$ cat src/rtl/axis_fifo_param.sv
// Parametrised first-word-fall-through stream FIFO with flush, occupancy level,
// almost-full/almost-empty flags and a high-water-mark register.
module axis_fifo_param #(
    parameter int WIDTH     = 45,
    parameter int DEPTH     = 64,
    parameter int AF_THRESH = DEPTH - 4,
    parameter int AE_THRESH = 4
) (
    input  logic                       axis_clk,
    input  logic                       axi_reset_n,
    input  logic                       flush,
    input  logic                       w_vld,
    output logic                       w_rdy,
    input  logic [WIDTH-1:0]           data_in,
    input  logic                       r_rdy,
    output logic                       r_vld,
    output logic [WIDTH-1:0]           data_out,
    output logic [$clog2(DEPTH):0]     level,
    output logic                       almost_full,
    output logic                       almost_empty,
    output logic [$clog2(DEPTH):0]     hwm
);

    localparam int AW = $clog2(DEPTH);

    // Thresholds are widened by one bit so AF_THRESH == DEPTH still compares correctly.
    localparam logic [AW+1:0] AF_LIMIT = (AW+2)'(AF_THRESH);
    localparam logic [AW+1:0] AE_LIMIT = (AW+2)'(AE_THRESH);

    logic [WIDTH-1:0] mem [DEPTH];

    logic [AW:0] w_ptr;
    logic [AW:0] r_ptr;
    logic [AW:0] level_next;
    logic [AW:0] hwm_q;
    logic        rdy_en;
    logic        full;
    logic        empty;
    logic        wr_en;
    logic        rd_en;

    assign empty = (w_ptr == r_ptr);
    assign full  = (w_ptr[AW-1:0] == r_ptr[AW-1:0]) && (w_ptr[AW] != r_ptr[AW]);

    assign w_rdy = rdy_en & ~full & ~flush;
    assign r_vld = ~empty & ~flush;

    assign wr_en = w_vld & w_rdy;
    assign rd_en = r_vld & r_rdy;

    assign level    = w_ptr - r_ptr;
    assign data_out = mem[r_ptr[AW-1:0]];

    assign almost_full  = ({1'b0, level} >= AF_LIMIT);
    assign almost_empty = ({1'b0, level} <= AE_LIMIT);

    assign hwm = hwm_q;

    always_comb begin
        level_next = level;
        if (flush) begin
            level_next = '0;
        end else begin
            level_next = level + (AW+1)'(wr_en) - (AW+1)'(rd_en);
        end
    end

    always_ff @(posedge axis_clk or negedge axi_reset_n) begin
        if (!axi_reset_n) begin
            w_ptr  <= '0;
            r_ptr  <= '0;
            hwm_q  <= '0;
            rdy_en <= 1'b0;
        end else begin
            rdy_en <= 1'b1;
            if (flush) begin
                w_ptr <= '0;
                r_ptr <= '0;
                hwm_q <= '0;
            end else begin
                if (wr_en) begin
                    w_ptr <= w_ptr + 1'b1;
                end
                if (rd_en) begin
                    r_ptr <= r_ptr + 1'b1;
                end
                if (level_next > hwm_q) begin
                    hwm_q <= level_next;
                end
            end
        end
    end

    // Storage is deliberately not reset; stale words are hidden behind r_vld.
    always_ff @(posedge axis_clk) begin
        if (wr_en) begin
            mem[w_ptr[AW-1:0]] <= data_in;
        end
    end

endmodule

$ cat config.mk
export PLATFORM = sky130hd
export DESIGN_NAME = axis_fifo_param
export DESIGN_NICKNAME = d
export VERILOG_FILES = /design/src/rtl/axis_fifo_param.sv
export SDC_FILE = /design/constraint.sdc
export NUM_CORES = 2
export LEC_CHECK = 0
export BUFFER_PORTS_ARGS = -buffer_cell sky130_fd_sc_hd__buf_2
export CORE_MARGIN = 2
export CORE_UTILIZATION = 67
export DETAILED_ROUTE_END_ITERATION = 8
export MAX_ROUTING_LAYER = met4
export PLACE_DENSITY = 0.91
export RECOVER_POWER = 25
export SLEW_MARGIN = 10
export SYNTH_ARGS = -nofsm -noshare
export SYNTH_HDL_FRONTEND = slang
export SYNTH_SLANG_ARGS = --single-unit
$ cat constraint.sdc
create_clock -name axis_clk -period 16.5 [get_ports axis_clk]
set_input_delay 0.825 -clock axis_clk [delete_from_list [all_inputs] [get_ports axis_clk]]
set_output_delay 0.825 -clock axis_clk [all_outputs]
set_load 0.005 [all_outputs]
### After elaboration in Yosys (flattened, before gate mapping)

Memory sizes are Yosys's and may differ from the RTL's.
Index checks and enable logic that the tools add are counted.

| word-level totals | value |
|---|---|
| register bits | 22 |
| bits in latches | 0 |
| bits in writable memories | 2,880 |
| memory bits (read-only) | 0 |
| input bits | 50 |
| output and inout bits | 63 |
| word-level logic and storage cells | 37 |
| memories kept | 1 |

| cells by class | value |
|---|---|
| $add $sub $neg | 5 |
| multipliers | 0 |
| div/mod/pow operators | 0 |
| order comparisons | 3 |
| eq/ne operators | 3 |
| shift-type cells | 0 |
| mux-type cells | 9 |
| bitwise logic cells | 8 |
| reduce and logical (&&, ||, !) cells | 4 |

Memories:

| memory | words | width | read ports | clocked after Yosys merged registers in | write ports | RTL line | text |
|---|---|---|---|---|---|---|---|
| mem | 64 | 45 | 1 | 0 | 1 | 30 | `logic [WIDTH-1:0] mem [DEPTH];` |

Operator list:

| kind | number |
|---|---|
| 2-to-1 mux 7 bit | 7 |
| adder 7 x 1 -> 7 bit, second input constant | 2 |
| adder 7 x 1 -> 7 bit | 1 |
| == test 7 bit | 1 |
| >= comparator 7 x 6 -> 1 bit, second input constant | 1 |
| greater-than comparator 7 bit | 1 |
| <= comparator 7 x 3 -> 1 bit, second input constant | 1 |
| subtractor 7 x 1 -> 7 bit | 1 |
| subtractor 7 bit | 1 |
| == test 6 bit | 1 |
| nonzero test 2 bit | 3 |
| bitwise AND 1 bit | 5 |
| NOT 1 bit | 3 |
| 2-to-1 mux 1 bit | 2 |
| logical AND 1 bit | 1 |
| != test 1 bit | 1 |

### Logic depth before layout (Yosys ltp)

| logic depth | value |
|---|---|
| depth in word-level cells | 12 |
| depth in mapped cells | 27 |
| gate-level depth less buffers | 22 |

### Worst setup path before layout

OpenSTA, ideal clock, no wires.

| path | value |
|---|---|
| kind | reg-to-reg |
| start point | register r_ptr[2] |
| end point | register hwm_q[2], in the netlist hwm[2] |
| library setup time | 0.120 ns |
| arrival time | 5.513 ns |
| required time | 16.380 ns |
| setup slack | 10.867 ns |
| cell stages (with the launch flop) | 27 |
| buffers on the path | 4 |
| clock period less this slack | 5.633 ns |
| path through | dfrtp_1 clkbuf_1 inv_2 buf_2 buf_1 ha_1 nand4_1 o311ai_1 inv_1 ha_1 inv_1 ha_1 inv_1 fa_1 nor2b_1 o21ai_0 nand2_1 xor2_1 nor2_1 ha_1 a21o_1 a21oi_1 nor2b_1 o31ai_1 clkbuf_1 nor3_1 a31o_2 |

| between the ends | value |
|---|---|
| cells in the longest elaborated chain, start to end | 11 |
| elaborated cells on any way between the ends | 18 |
| those cells by class | add/sub: 3; order compare: 1; eq/ne: 2; mux: 3; bitwise: 7; reduce/logical: 2 |

Ends and longest elaborated chain:

| item | RTL line | text |
|---|---|---|
| start, declared | 33 | `logic [AW:0] r_ptr;` |
| start signal, assigned | 85 | `r_ptr <= r_ptr + 1'b1;` |
| == test 6 bit | 43 | `assign full = (w_ptr[AW-1:0] == r_ptr[AW-1:0]) && (w_ptr[AW] != r_ptr[AW]);` |
| logical AND 1 bit | 43 |  |
| NOT 1 bit | 45 | `assign w_rdy = rdy_en & ~full & ~flush;` |
| bitwise AND 1 bit (2 in a row) | 45 |  |
| bitwise AND 1 bit | 48 | `assign wr_en = w_vld & w_rdy;` |
| adder 7 x 1 -> 7 bit | 64 | `level_next = level + (AW+1)'(wr_en) - (AW+1)'(rd_en);` |
| subtractor 7 x 1 -> 7 bit (*) | 64 |  |
| 2-to-1 mux 7 bit (*) | 61 | `if (flush) begin` |
| greater-than comparator 7 bit / 2-to-1 mux 7 bit (equally long branches) | 87 | `if (level_next > hwm_q) begin` |
| nonzero test 2 bit (no source line) / 2-to-1 mux 7 bit (equally long branches) | -- |  |
| end signal, assigned | 88 | `hwm_q <= level_next;` |
| end, declared | 35 | `logic [AW:0] hwm_q;` |

Every way passes the cells marked *; elsewhere a longest branch is shown, timed or not. The select of a mux whose other input is x is not followed.
A chain may end at the register's enable or synchronous reset.

### Worst setup path in the final report

| path | value |
|---|---|
| start point | register r_ptr[1] |
| end point | register hwm_q[2], in the netlist hwm[2] |

Same word-level chain as after synthesis.

==> flow_summary.yaml <==
sta:
  finalWorstSetupSlack_ns: 8.67
  relSlewSlack_pct: -107
  rsz0062_at_grt: "no"
  finalCritPeriodShare_pct: 47.4
  setup_violations: 0
  min_period_ns: 7.83
  fmax_mhz: 128
  skew_ns: 0.0808
  tightestPinTransition_ns: 3.11
  hold_violations: 0
  tns_ns: 0
  slew_violations: 1919
pwr:
  power.density_nw_per_um2: 128
  ir_worst_vdd_uv: 152
  switchingPower_mw: 3.54
  p_int_mw: 12.2
  sw_frac_of_total_pct: 22.5
  clockPowerShare_pct: 40.2
  p_leak_nw: 38.0
  p_seq_share_pct: 51.8
  power_frac_comb_pct: 8.0
drt:
  antenna_left: 0
  via_per_inst: 8.17
  wl_um: 363000
  drtPass1Iterations: 9
  route.vias.total: 60700
  post_drt_wl_per_cell_um: 48.8
  drt-initial-drc-count: 13100
  drcViolationCount: 0
critical_path:
  r2r_cells: 23
  cp-start-kind: "flip-flop"
  crit_type: "reg -> reg"
  worstPathArrival_ns: 8.64
  worstPathRequired_ns: 17.31
  cp-end-kind: "flip-flop"
  rrSetupSlack_ns: 8.67
  cp_max_fo: 71
  timing.rr.start: "r_ptr[1]"
  reg2reg_to: "hwm[2]"
clock_network:
  clock_latency_ns: 0.95
  htreeDepth: 5
  clk_path_buf_depth: 4
  numCtsBuffers: 285
  cts_tree: "done"
  cts-root-buf: "clkbuf_16"
  cts_sinks: 2902
  path_clk_slew_ns: 0.07
logic_synthesis:
  synthArstFlopShare_pct: 0.758
  yosys_warnings: 0
  synth_edf_count: 2880
  synthTopCellsByCount: "edfxtp_1, mux4_2, nand2_1"
  synth_area_per_cell_um2: 23.3
  synth_seq_area_share_pct: 78.4
  synth_top_area_share_pct: 77.9
  syn-cell-area_um2: 111000
  yosys.cell_count.top_type: "edfxtp_1"
  yosysTopAreaCell: "edfxtp_1"
  ys_top_cells_by_area: "edfxtp_1, mux4_2, mux2i_1"
  netlist_instances: 4761
  synthesis.nets: 4843
  synth_flop_cell: "edfxtp_1"
  ys_seq_elements: 2902
  yosysUniqueCellTypes: 52
layout:
  stdcell_count: 7435
  fin_util_pct: 74.8
  regArea_um2: 87000
  stdcell_area_um2: 123000
  multi_input_comb_area_um2: 23300
  fin_nets: 5094
  area_delta_synth_final_pct: 11.0
  drive_gt1_share_pct: 27.0
  fill_cells: 7765
grt:
  grt_use_total_pct: 45.2
  grt_first_pass_wirelength_um: 496000
  grt_max_degree: 169
  grt_overflow: 0
  grt_pass1_vias: 62000
  antenna_found_initial: 37
min_path:
  worst_hold_path.endpoint: "w_ptr[2]"
  hold_class: "in -> reg"
  hp-start: "w_vld"
  holdPathStages: 3
die:
  core-area_um2: 165000
  ioPinCount: 113
  die-area_um2: 169000
  start_util_pct: 67.4
  die_w_um: 411
  num_rows: 149
  die_h_um: 411
placement:
  dp_slack_ns: 9.51
  dp.cells: 6911
  placed_area_um2: 115000
  portBuffers: 112
  dp_hpwl_um: 174000
  finalWeightedCongestion: 0.865
run_status:
  status: "finished, violations left"
  failed_checks: "max-capacitance violations, max-slew violations"
job:
  cap_violations: 30
-- routing by layer --
| metal | track usage [%] | vias up | wire (µm) | share of wire (%) |
|---|---|---|---|---|
| met5 | - | - | 0 | 0 |
| met4 | 36.3 | 0 | 38500 | 11 |
| li1 | - | 20900 | - | - |
| met2 | 67.0 | 7637 | 169000 | 47 |
| met1 | 51.0 | 29900 | 98200 | 27 |
| met3 | 14.1 | 2301 | 56900 | 16 |
-- logic make-up (layout without fill, tap and decap cells) --
kind of cell    after synthesis  in the layout  synth area share, %
fa+ha+maj                    32             32                0.374
simple gates                324            324                 1.18
compound gates              312            312                 2.14
flops                      2902           2902                 78.4
other cells                   1             38              0.00338
xor+xnor                     18             18                0.142
mux                         882            882                 16.6
buf+inv                     290            738                 1.16
-- layout by cell type (no fill, tap or decap), types with 45 or more instances in the layout --
cell       netlist  routed
edfxtp_1      2880    2880
mux4_2         769     769
clkbuf_16        0     291
nand2_1        171     169
mux2i_1        111     111
clkbuf_1       124     105
buf_4           14     103
buf_2           77      81
nor2_4           0      68
clkinv_1         0      55
o221ai_1        45      45
-- critical path: stages, from the launching register on --
cell      delay, ns
dfrtp_4        1.27
inv_1          0.41
ha_1           0.49
nand4_1        0.30
o311ai_2       0.86
inv_1          0.36
ha_1           0.39
inv_1          0.10
ha_1           0.24
inv_1          0.12
fa_1           0.49
nor2b_1        0.17
o21ai_0        0.13
nand2_1        0.11
xor2_1         0.22
nor2_1         0.07
ha_1           0.32
a21o_1         0.19
a21oi_1        0.18
nor2b_1        0.08
o31ai_1        0.59
buf_4          0.27
nor3_1         0.06
a31o_2         0.24
-- registers in the layout (all words and copies together) (netlist names) --
signal / count
mem: 2880
hwm: 7
r_ptr: 7
w_ptr: 7
rdy_en: 1
-- metrics by stage --
step           total power, mW  hold WS (ns)
6_report                  15.7         0.300
5_1_grt                   16.0         0.290
4_1_cts                   15.7         0.259
3_5_place_dp              9.48         0.546
3_3_place_gp              9.40         0.541
2_1_floorplan             9.12         0.529
-- cell type report --
class,count,area share (%)
antenna,37,0.0751
clock buffer,363,6.13
clock inverter,121,0.827
inverter,32,0.108
multi-input combinational,1569,18.9
sequential,2902,70.6
tap,2189,2.22
timing repair buffer,222,1.13
-- power groups by stage --
stage          Combinational, mW  Sequential [mW]  Clock [mW]
2_1_floorplan              0.848             8.28           0
3_3_place_gp                1.11             8.30           0
3_5_place_dp                1.18             8.30           0
4_1_cts                     1.24             8.14        6.29
5_1_grt                     1.31             8.15        6.51
6_report                    1.26             8.15        6.32
-- worst max path at each step --
stage	slack, ns	to	from
finish	8.67	hwm[2]	r_ptr[1]
floorplan	10.87	hwm[2]	r_ptr[2]
global route	8.53	data_out[8]	r_ptr[0]
global placement	9.96	data_out[37]	r_ptr[0]
detailed placement	9.51	hwm[2]	r_ptr[1]
CTS	8.79	hwm[2]	r_ptr[1]
-- timing repair --
action	CTS	global route
hold buffers	1	0
resized for setup	0	0
buffers inserted	0	0
endpoints found under the hold margin	22	0
No activity file was read; power rests on OpenSTA's default activity.
